<file path="config.mk">
export PLATFORM = sky130hd
export DESIGN_NAME = if_fetch_unit
export DESIGN_NICKNAME = d
export VERILOG_FILES = /design/src/rtl/if_pkg.sv /design/src/rtl/if_inst_fifo.sv /design/src/rtl/if_fetch_unit.sv
export SDC_FILE = /design/constraint.sdc
export NUM_CORES = 1
export LEC_CHECK = 0
export CAP_MARGIN = 30
export CORE_AREA = 2 2 119 121
export DETAILED_ROUTE_END_ITERATION = 6
export DIE_AREA = 0 0 121 123
export GPL_TIMING_DRIVEN = 0
export MAX_ROUTING_LAYER = met4
export PLACE_DENSITY = 0.84
export SKIP_CTS_REPAIR_TIMING = 1
export SLEW_MARGIN = 20
export SYNTH_ARGS = -nofsm -noshare
export SYNTH_HDL_FRONTEND = slang
export SYNTH_SLANG_ARGS = --single-unit
</file>
<file path="constraint.sdc">
create_clock -name clk -period 5.5 [get_ports clk]
set_input_delay 1.1 -clock clk [delete_from_list [all_inputs] [get_ports clk]]
set_output_delay 1.1 -clock clk [all_outputs]
set_load 0.1 [all_outputs]
</file>
<file path="src/rtl/if_pkg.sv">
// Shared types and constants for the instruction-fetch stage.
package if_pkg;

  // Fetch sequencer states: one memory request outstanding at most.
  typedef enum logic [1:0] {
    IDLE = 2'd0,
    REQ  = 2'd1,
    WAIT = 2'd2,
    DROP = 2'd3
  } fetch_state_t;

  // addi x0, x0, 0 -- substituted for fetches from a misaligned PC.
  localparam logic [31:0] NOP_INST = 32'h0000_0013;

endpackage

</file>
<file path="src/rtl/if_inst_fifo.sv">
// Synchronous instruction buffer between fetch and decode. Registered head,
// no write-through bypass; flush empties it on the next edge and drops any
// push presented in the same cycle.
module if_inst_fifo #(
  parameter int WIDTH = 65,
  parameter int DEPTH = 2
) (
  input  logic                       clk,
  input  logic                       rstn,
  input  logic                       flush,
  input  logic                       push,
  input  logic [WIDTH-1:0]           push_data,
  input  logic                       ready,
  output logic                       valid,
  output logic [WIDTH-1:0]           head,
  output logic [$clog2(DEPTH):0]     count
);

  localparam int PTR_W = $clog2(DEPTH);
  localparam int CNT_W = PTR_W + 1;

  logic [WIDTH-1:0] mem [DEPTH];
  logic [PTR_W-1:0] wr_ptr;
  logic [PTR_W-1:0] rd_ptr;
  logic             do_push;
  logic             do_pop;

  assign valid   = (count != '0);
  assign head    = mem[rd_ptr];
  assign do_push = push & ~flush;
  assign do_pop  = valid & ready & ~flush;

  // Pointer and occupancy bookkeeping; DEPTH is a power of two so pointers wrap naturally.
  always_ff @(posedge clk) begin
    if (!rstn) begin
      wr_ptr <= '0;
      rd_ptr <= '0;
      count  <= '0;
    end else if (flush) begin
      wr_ptr <= '0;
      rd_ptr <= '0;
      count  <= '0;
    end else begin
      if (do_push) wr_ptr <= wr_ptr + 1'b1;
      if (do_pop)  rd_ptr <= rd_ptr + 1'b1;
      count <= count + CNT_W'(do_push) - CNT_W'(do_pop);
    end
  end

  // Entry storage; data only, never reset.
  always_ff @(posedge clk) begin
    if (do_push) mem[wr_ptr] <= push_data;
  end

endmodule

</file>
<file path="src/rtl/if_fetch_unit.sv">
// Instruction-fetch stage: takes the registered PC, issues one request at a
// time to instruction memory and queues {misalign, pc, inst} for decode.
module if_fetch_unit
  import if_pkg::*;
#(
  parameter int ADDR_W     = 32,
  parameter int DATA_W     = 32,
  parameter int FIFO_DEPTH = 2
) (
  input  logic              clk,
  input  logic              rstn,
  input  logic [ADDR_W-1:0] pc_i,
  input  logic              pc_valid_i,
  output logic              pc_ready_o,
  output logic              stall_o,
  input  logic              flush_i,
  output logic              imem_req_o,
  output logic [ADDR_W-1:0] imem_addr_o,
  input  logic              imem_gnt_i,
  input  logic              imem_rvalid_i,
  input  logic [DATA_W-1:0] imem_rdata_i,
  output logic              inst_valid_o,
  output logic [DATA_W-1:0] inst_o,
  output logic [ADDR_W-1:0] inst_pc_o,
  output logic              inst_misalign_o,
  input  logic              inst_ready_i
);

  localparam int ENTRY_W = ADDR_W + DATA_W + 1;
  localparam int CNT_W   = $clog2(FIFO_DEPTH) + 1;
  localparam logic [ADDR_W-1:0] WORD_MASK = ~ADDR_W'(3);

  fetch_state_t        state;
  fetch_state_t        state_nxt;
  logic [ADDR_W-1:0]   pc_q;
  logic                kill_q;
  logic                accept;
  logic                misaligned;
  logic                push;
  logic [ENTRY_W-1:0]  push_data;
  logic [ENTRY_W-1:0]  head;
  logic                head_valid;
  logic [CNT_W-1:0]    fifo_count;

  // PC is only taken from IDLE, so the buffer count already covers every
  // result that can still arrive: a slot is effectively reserved at accept.
  assign pc_ready_o = rstn & (state == IDLE) & ~flush_i
                      & (fifo_count < CNT_W'(FIFO_DEPTH));
  assign stall_o    = ~pc_ready_o;
  assign accept     = pc_valid_i & pc_ready_o;
  assign misaligned = (pc_i[1:0] != 2'b00);

  assign imem_req_o  = (state == REQ);
  assign imem_addr_o = imem_req_o ? (pc_q & WORD_MASK) : '0;

  // Next-state and push selection for the fetch sequencer.
  always_comb begin
    state_nxt = state;
    push      = 1'b0;
    push_data = '0;
    case (state)
      IDLE: begin
        if (accept) begin
          if (misaligned) begin
            push      = 1'b1;
            push_data = {1'b1, pc_i, DATA_W'(NOP_INST)};
          end else begin
            state_nxt = REQ;
          end
        end
      end
      REQ: begin
        // A redirect seen while waiting for grant still completes the
        // handshake; the response is then discarded in DROP.
        if (imem_gnt_i) state_nxt = (flush_i | kill_q) ? DROP : WAIT;
      end
      WAIT: begin
        if (imem_rvalid_i) begin
          state_nxt = IDLE;
          push      = ~flush_i;
          push_data = {1'b0, pc_q, imem_rdata_i};
        end else if (flush_i) begin
          state_nxt = DROP;
        end
      end
      DROP: begin
        if (imem_rvalid_i) state_nxt = IDLE;
      end
      default: state_nxt = IDLE;
    endcase
  end

  // Sequencer state plus the sticky "redirected before grant" flag.
  always_ff @(posedge clk) begin
    if (!rstn) begin
      state  <= IDLE;
      kill_q <= 1'b0;
    end else begin
      state  <= state_nxt;
      kill_q <= (state == REQ) && !imem_gnt_i && (kill_q || flush_i);
    end
  end

  // Fetch address capture; data only, outputs are gated so it needs no reset.
  always_ff @(posedge clk) begin
    if (accept) pc_q <= pc_i;
  end

  if_inst_fifo #(
    .WIDTH (ENTRY_W),
    .DEPTH (FIFO_DEPTH)
  ) u_fifo (
    .clk       (clk),
    .rstn      (rstn),
    .flush     (flush_i),
    .push      (push),
    .push_data (push_data),
    .ready     (inst_ready_i),
    .valid     (head_valid),
    .head      (head),
    .count     (fifo_count)
  );

  assign inst_valid_o    = head_valid;
  assign inst_o          = head_valid ? head[DATA_W-1:0]      : '0;
  assign inst_pc_o       = head_valid ? head[DATA_W +: ADDR_W] : '0;
  assign inst_misalign_o = head_valid & head[ENTRY_W-1];

endmodule

</file>
=== Word-level counts from Yosys, hierarchy flattened ===
Memory sizes are Yosys's and may differ from the RTL's. A register that Yosys moved wholly into a read port is not among the register bits.
Cells that the tools add are included.

* Register bits after elaboration: 39
* Bits in latches: 0
* RAM bits: 130
* Bits in read-only memories: 0
* Bits of input ports: 71
* Output and inout bits: 101
* Logic and storage cells: 64
* Memories kept: 1

* Add/subtract/negate cells: 4
* Multiply operators: 0
* Divide/modulo/power cells: 0
* $lt $le $gt $ge: 1
* Equality and inequality tests: 8
* Shift operators: 0
* Mux-type cells: 23
* Bitwise gates (word level): 12
* Reductions and logical operators: 9

{| class="wikitable"
|+ Memory list
! memory !! words !! bits a word !! rd ports !! clocked after Yosys merged registers in !! wr ports !! RTL line !! source
|-
| u_fifo.mem || 2 || 65 || 1 || 1 || 1 || if_inst_fifo.sv:22 || <nowiki>logic [WIDTH-1:0] mem [DEPTH];</nowiki>
|}

{| class="wikitable"
|+ Operator list
! cell !! count
|-
| 65-bit 2-to-1 mux || 2
|-
| 65-bit one-hot mux with 2 select lines || 1
|-
| 32-bit 2-to-1 mux || 3
|-
| 64-bit 2-to-1 mux || 1
|-
| 2-bit 2-to-1 mux || 6
|-
| 1-bit bitwise AND || 8
|-
| 1-bit 2-to-1 mux || 8
|-
| 2-bit one-hot mux with 4 select lines || 1
|-
| 2-bit inequality test, second input constant || 3
|-
| 5-bit AND reduction || 1
|-
| 2-bit equality test, second input constant || 2
|-
| 2-bit nonzero test || 2
|-
| 3-bit inequality test, second input constant || 1
|-
| 1-bit inverter || 3
|-
| 1-bit adder, second input constant || 2
|-
| 2-bit by 1-bit adder with 2-bit output || 1
|-
| 2-bit by 1-bit equality test with 1-bit output, second input constant || 1
|-
| 1-bit logical AND || 2
|-
| 2-bit logical NOT || 1
|-
| 2-bit < comparator, second input constant || 1
|-
| 2-bit by 1-bit inequality test with 1-bit output, second input constant || 1
|-
| 1-bit one-hot mux with 2 select lines || 1
|-
| 2-bit OR reduction || 1
|-
| 2-bit by 1-bit subtractor with 2-bit output || 1
|-
| other kinds (3) || 3
|}

=== Logic depth before layout (Yosys ltp) ===
Gate-level depths: netlist of run 1.

* Word-level depth: 10
* Gate-level depth with buffers: 8
* Gate-level depth less buffers: 8

=== By module ===
A second synthesis of run 1 with hierarchy kept.

* Cells, all modules: 470
* Area, all modules: 7562.3 µm²

{| class="wikitable"
|+ Modules (own cells, without submodules)
! module !! instances !! cells an instance !! area an instance (µm²) !! seq. area each (µm²)
|-
| if_inst_fifo || 1 || 228 || 5146.2 || 4003.8
|-
| if_fetch_unit || 1 || 242 || 2416.1 || 1021.0
|}

=== Worst setup path after synthesis of run 1 ===
OpenSTA, ideal clock, no wires.

* Path type: input-to-reg
* Start point: input pc_valid_i
* End point: memory u_fifo.mem[0][0], enable pin
* Library setup time: 0.428 ns
* Arrival time: 3.587 ns
* Required time: 5.072 ns
* Setup slack: 1.485 ns
* Stages: 4
* Buffers on the path: 1
* Cell sequence: or4b_4 > nor3_4 > buf_6 > o21a_1

* Cells in the longest elaborated chain, start to end: 6

{| class="wikitable"
|+ RTL lines
! element !! RTL line !! source
|-
| from (decl) || if_fetch_unit.sv:13 || <nowiki>input logic pc_valid_i,</nowiki>
|-
| 1-bit bitwise AND || if_fetch_unit.sv:50 || <nowiki>assign accept = pc_valid_i & pc_ready_o;</nowiki>
|-
| 1-bit 2-to-1 mux || if_fetch_unit.sv:63 || <nowiki>if (accept) begin</nowiki>
|-
| 1-bit one-hot mux with 2 select lines || if_fetch_unit.sv:61 || <nowiki>case (state)</nowiki>
|-
| 1-bit bitwise AND || if_inst_fifo.sv:30 || <nowiki>assign do_push = push & ~flush;</nowiki>
|-
| 1-bit 2-to-1 mux || if_inst_fifo.sv:52 || <nowiki>if (do_push) mem[wr_ptr] <= push_data;</nowiki>
|-
| 1-bit 2-to-1 mux (implied by the code) || if_inst_fifo.sv:52 ||
|-
| to (decl) || if_inst_fifo.sv:22 ||
|}

Every way passes these cells.

=== Final worst setup path of run 1 ===
* Start point: input rstn
* End point: output pc_ready_o

* Cells in the longest elaborated chain, start to end: 3

{| class="wikitable"
|+ RTL lines
! element !! RTL line !! source
|-
| from (decl) || if_fetch_unit.sv:11 || <nowiki>input logic rstn,</nowiki>
|-
| 1-bit bitwise AND (2 in a row) || if_fetch_unit.sv:47 || <nowiki>assign pc_ready_o = rstn & (state == IDLE) & ~flush_i</nowiki>
|-
| 1-bit bitwise AND || if_fetch_unit.sv:48 || <nowiki>& (fifo_count < CNT_W'(FIFO_DEPTH));</nowiki>
|-
| to (decl) || if_fetch_unit.sv:14 || <nowiki>output logic pc_ready_o,</nowiki>
|}

Every way passes these cells.

==> results of run 1 <==
-- Yosys cell counts, drive strengths merged, types with 2 or more instances --
cell type	n
a22o	31
a21oi	2
o21a	3
dfxtp	8
clkbuf	16
edfxtp	162
and2	63
nand2b	2
buf	13
a21o	3
nor3	3
inv	5
nor2b	5
nor2	75
mux2i	66
ha	2
xor2	2
nand2	3
-- worst max-delay path: stages --
cell,delay [ns]
clkdlybuf4s50_1,0.59
nor3b_1,0.35
and2_1,0.20
clkdlybuf4s50_1,1.13
-- metal layers --
metal | share of wire (%) | global-route usage [%]
met1 | 41 | 26.4
met2 | 49 | 36.0
met3 | 8.5 | 6.46
met4 | 1.9 | 9.45
met5 | 0 | -
-- per-stage QoR --
| step | TNS (ns) | worst slack (ns) | total power, mW |
|---|---|---|---|
| floorplan | 0 | 1.49 | 1.70 |
| global placement | -1.30 | -0.0224 | 1.81 |
| detailed placement | 0 | 1.02 | 1.82 |
| CTS | 0 | 1.02 | 2.89 |
| global route | 0 | 0.919 | 2.95 |
| finish | 0 | 1.03 | 2.87 |
-- state kept, by name, summed over array words and instances, names as in the netlist, named ones only --
register       count
u_fifo.wr_ptr      1
kill_q             1
u_fifo.mem       130
u_fifo.rd_ptr      1
state              2
u_fifo.count       2
pc_q              32
-- cells by family (layout without fill, tap and decap cells) --
logic type / count (synthesis) / in the layout / synth area share [%]
other cells: 1 / 2 / 0.0527
buf+inv: 34 / 237 / 2.45
xor+xnor: 2 / 2 / 0.246
mux: 66 / 66 / 9.29
fa+ha+maj: 2 / 2 / 0.352
flops: 170 / 170 / 70.7
simple gates: 157 / 157 / 11.5
compound gates: 45 / 45 / 5.47
-- power groups by stage --
stage / Clock [mW] / Sequential [mW] / Combinational [mW]
3_3_place_gp: 0 / 1.47 / 0.341
4_1_cts: 1.09 / 1.45 / 0.352
2_1_floorplan: 0 / 1.47 / 0.228
5_1_grt: 1.14 / 1.45 / 0.366
6_report: 1.07 / 1.45 / 0.351
3_5_place_dp: 0 / 1.47 / 0.349
-- final cells by class --
| cell class | count | area [um2] |
|---|---|---|
| buffer | 29 | 155 |
| clock buffer | 18 | 429 |
| clock inverter | 13 | 105 |
| fill | 895 | 3960 |
| inverter | 5 | 18.8 |
| multi-input combinational | 274 | 1940 |
| sequential | 170 | 5020 |
| tap | 180 | 225 |
| timing repair buffer | 172 | 1760 |
-- path summary, 6_finish.rpt --
check	cells after the start	startpoint	to
max reg2reg	5	u_fifo.count[1]$_SDFF_PP0_	u_fifo.mem[1][2]$_DFFE_PP_
min reg2reg	2	u_fifo.wr_ptr$_SDFFE_PP0N_	u_fifo.wr_ptr$_SDFFE_PP0N_
min	2	u_fifo.wr_ptr$_SDFFE_PP0N_	u_fifo.wr_ptr$_SDFFE_PP0N_
max	4	rstn	pc_ready_o
==> metrics.cfg, run 1 <==
[logic_synthesis]
synth_flop_cell = edfxtp_1
yosys_warnings = 0
synth_area_leaders = edfxtp_1 68%, mux2i_1 9.3%, and2_1 5.5%
avgSynthCellArea_um2 = 14.9
syn_area_um2 = 7110
synth_seq_area_share_pct = 70.7
synth.top_cell.area_share_pct = 68.4
ys_seq_elements = 170
syn-instance-count = 477
synthDistinctLibCells = 38
synth_edf_count = 162
synthArstFlopShare_pct = 0
synth_top_area_cell = edfxtp_1

[detailed_routing]
drt_pre_antenna_iters = 5
drt_iter0_drc = 312
via_per_inst = 5.34
drcViolationCount = 0
drt.antenna.violating_nets = 0
drt-total-wl_um = 15700
via_count = 4596
wire_per_inst_um = 18.2

[clock_tree]
cts.sinks = 170
numCtsBuffers = 17
clkTransAtPathRegs_ns = 0.06
cts_max_path_buffers = 2
cts_tree = yes
root_buffer = clkbuf_16
htree_num_levels = 4
clk_latency_ns = 0.42

[global_route]
track_usage_pct = 22.3
antenna_found_initial = 0
grt_overflow = 0
grt_pass1_wl_um = 24200
grt_pass1_vias = 4829
grt_max_degree = 36

[pwr]
p_seq_share_pct = 50.4
p_per_area_nw_per_um2 = 297
p_leak_nw = 3.20
switching_power_mw = 0.706
peakVddDrop_mv = 0.193
power.internal_mw = 2.16
power_frac_comb_pct = 12.2
p_sw_share_pct = 24.6
pwr-share-clk_pct = 37.4

[timing]
worstMarginPinSlew_ns = 1.04
final-max-slew-violation-count = 0
fmax_ghz = 0.224
finalCriticalPeriod_ns = 4.47
hold_viol_final = 0
relSlewSlack_pct = 30.3
finalSetupViolCount = 0
finalClockSkew_ns = 0.00683
hold_ws_ns = 0.507
period_share_pct = 81.2
rsz0062_at_grt = false

[worst_setup_path]
critical_path_class = in2out
critPathCaptureType = primary output
cp.arrival_ns = 3.37
r2r_slack_ns = 2.69
cp_max_fo = 7
cp_data_required_time_ns = 4.40
cp-start-kind = primary input

[flow_run]
drv_cap = 0

[placed_design]
hpwl_um = 10700
port_buffers = 169
place_area_um2 = 9120
dp.cells = 830
place_congestion = 0.814

[die]
rows = 43
core_area_um2 = 13600
die_area_um2 = 14900
die_w_um = 121
boundaryPins = 172
start_util_pct = 52.2
die_h_um = 123

[run_status]
status = complete, no violations

[cells_and_area]
mostFrequentLayoutCell = clkdlybuf4s50_1
antenna_cells = 0
layout.cells.non_filler = 861
final_cell_mix = 169 x clkdlybuf4s50_1, 162 x edfxtp_1, 74 x nor2_1
drive_above_1_share_pct = 8.96
final_util_pct = 70.9
fin_area_um2 = 9660
synthToLayoutAreaGrowth_pct = 35.8
nets = 742

[min_path]
hold_class = reg2reg

No activity file was read; power rests on OpenSTA's default activity.
==> run 2: changes to the inputs <==
--- a/config.mk
+++ b/config.mk
@@ -6,12 +6,12 @@
 export NUM_CORES = 1
 export LEC_CHECK = 0
 export CAP_MARGIN = 30
-export CORE_AREA = 2 2 119 121
+export CORE_AREA = 2 2 129 131
 export DETAILED_ROUTE_END_ITERATION = 6
-export DIE_AREA = 0 0 121 123
+export DIE_AREA = 0 0 131 133
 export GPL_TIMING_DRIVEN = 0
 export MAX_ROUTING_LAYER = met4
-export PLACE_DENSITY = 0.84
+export PLACE_DENSITY = 0.76
 export SKIP_CTS_REPAIR_TIMING = 1
 export SLEW_MARGIN = 20
 export SYNTH_ARGS = -nofsm -noshare
==> constraint.sdc (replaced) <==
create_clock -name clk -period 3.86 [get_ports clk]
set_input_delay 0.772 -clock clk [delete_from_list [all_inputs] [get_ports clk]]
set_output_delay 0.772 -clock clk [all_outputs]
set_load 0.1 [all_outputs]
==> run 2 against run 1 <==
Compared with the run above: final cell count is 4.9% higher; clock-buffer cell count is 2 higher; routed wire length increased by 6.1%; critical path type unchanged; worst hold slack got worse by 0.0030 ns; register-to-register slack got worse by 1.7 ns; critical path depth increased by 1; combinational power grew 42%; core utilization is 9.7 points lower; largest cell class unchanged; critical endpoint is now stall_o.
==> metrics.cfg, run 2 (synthesis results as in run 1) <==
[run_status]
status = complete, no violations

[die]
start_util_pct = 44.0
die_h_um = 133
die_area_um2 = 17400
boundaryPins = 172
rows = 47
die_w_um = 131
core_area_um2 = 16200

[cells_and_area]
drive_above_1_share_pct = 8.93
antenna_cells = 0
mostFrequentLayoutCell = edfxtp_1
reg_top3 = u_fifo.mem (130), pc_q (32)
largest_reg_flops = 130
nets = 743
n_fill_cell = 1192
top_register = u_fifo.mem
layout.cells.non_filler = 903
synthToLayoutAreaGrowth_pct = 39.4
final_cell_mix = 162 x edfxtp_1, 87 x clkdlybuf4s50_1, 82 x dlymetal6s2s_1

[detailed_routing]
drt_iter0_drc = 194
wire_per_inst_um = 18.4
drcViolationCount = 0
via_per_inst = 5.05
drt_pre_antenna_iters = 4
drt-total-wl_um = 16600
via_count = 4563
drt.antenna.violating_nets = 0

[placed_design]
port_buffers = 169
place_congestion = 0.776
dp.cells = 870
place_ws_ns = 0.0347
hpwl_um = 11200

[clock_tree]
cts_max_path_buffers = 2
clk_latency_ns = 0.42
clkTransAtPathRegs_ns = 0.06
root_buffer = clkbuf_16
cts.sinks = 170
htree_num_levels = 4
cts_tree = yes
numCtsBuffers = 17

[timing]
finalCriticalPeriod_ns = 3.70
fmax_ghz = 0.270
final-max-slew-violation-count = 0
finalClockSkew_ns = 0.00592
hold_viol_final = 0
relSlewSlack_pct = 30.6
hold_ws_ns = 0.504
finalSetupViolCount = 0
setup_tns_ns = 0
finalWorstSetupSlack_ns = 0.160
rsz0062_at_grt = false
worstMarginPinSlew_ns = 1.04
period_share_pct = 95.9

[pwr]
finalPower_mw = 4.05
p_leak_nw = 4.70
peakVddDrop_mv = 0.321
p_per_area_nw_per_um2 = 408

[min_path]
hold_depth = 2
hold_class = reg2reg

[global_route]
grt_pass1_wl_um = 24500
grt_max_degree = 41
grt_overflow = 0
track_usage_pct = 19.5
grt_pass1_vias = 4636
antenna_found_initial = 0

[worst_setup_path]
critPathCaptureType = primary output
cp_data_required_time_ns = 3.09
cp-start-kind = primary input
cp_max_fo = 8
reg2reg_depth = 5
critical_path_class = in2out
cp.arrival_ns = 2.93

[flow_run]
drv_cap = 0

-- run 2: cell count changes in the layout (fill, tap and decap cells not counted), sizes merged --
cell,previous run,this run
buf,16,17
bufinv,1,0
clkbuf,34,36
clkdlybuf4s50,169,87
clkinv,9,8
clkinvlp,2,3
dlymetal6s2s,0,82
-- run 2: critical path, cell delays in order --
cell and delay, ns:
clkdlybuf4s50_1 0.57, nor3b_1 0.40, and2_1 0.20, inv_1 0.04, clkdlybuf4s50_1 0.95
-- run 2: per-layer routing --
metal / part of all wire, % / GRT usage [%]
met1: 42 / 24.0
met2: 49 / 31.7
met3: 7.5 / 5.18
met4: 1.3 / 5.50
met5: 0 / -
-- run 2: power breakdown --
| part | internal, mW | leakage [nW] | switching [mW] |
|---|---|---|---|
| clock | 0.815 | 0.241 | 0.674 |
| sequential | 2.05 | 1.52 | 0.0142 |
| combinational | 0.161 | 2.94 | 0.338 |
| total | 3.02 | 4.70 | 1.03 |
-- run 2: worst paths after layout --
check | end | slack, ns | from
worst max-delay path | stall_o | 0.16 | flush_i
worst min-delay path | u_fifo.wr_ptr$_SDFFE_PP0N_ | 0.50 | u_fifo.wr_ptr$_SDFFE_PP0N_
worst max register to register | u_fifo.mem[0][50]$_DFFE_PP_ | 1.03 | u_fifo.count[1]$_SDFF_PP0_
worst min register to register | u_fifo.wr_ptr$_SDFFE_PP0N_ | 0.50 | u_fifo.wr_ptr$_SDFFE_PP0N_
-- run 2: layout make-up --
class | count | area [um2] | area share [%]
sequential | 170 | 5020 | 50.7
timing repair buffer | 173 | 1980 | 20.0
multi-input combinational | 274 | 1940 | 19.6
clock buffer | 20 | 437 | 4.41
tap | 220 | 275 | 2.78
buffer | 29 | 155 | 1.57
clock inverter | 12 | 77.6 | 0.783
inverter | 5 | 18.8 | 0.189
-- run 2: metrics by stage --
step	utilization [%]	area [um2]
finish	61.3	9910
global route	61.3	9910
CTS	59.9	9680
detailed placement	56.7	9170
global placement	56.2	9080
floorplan	-	7120
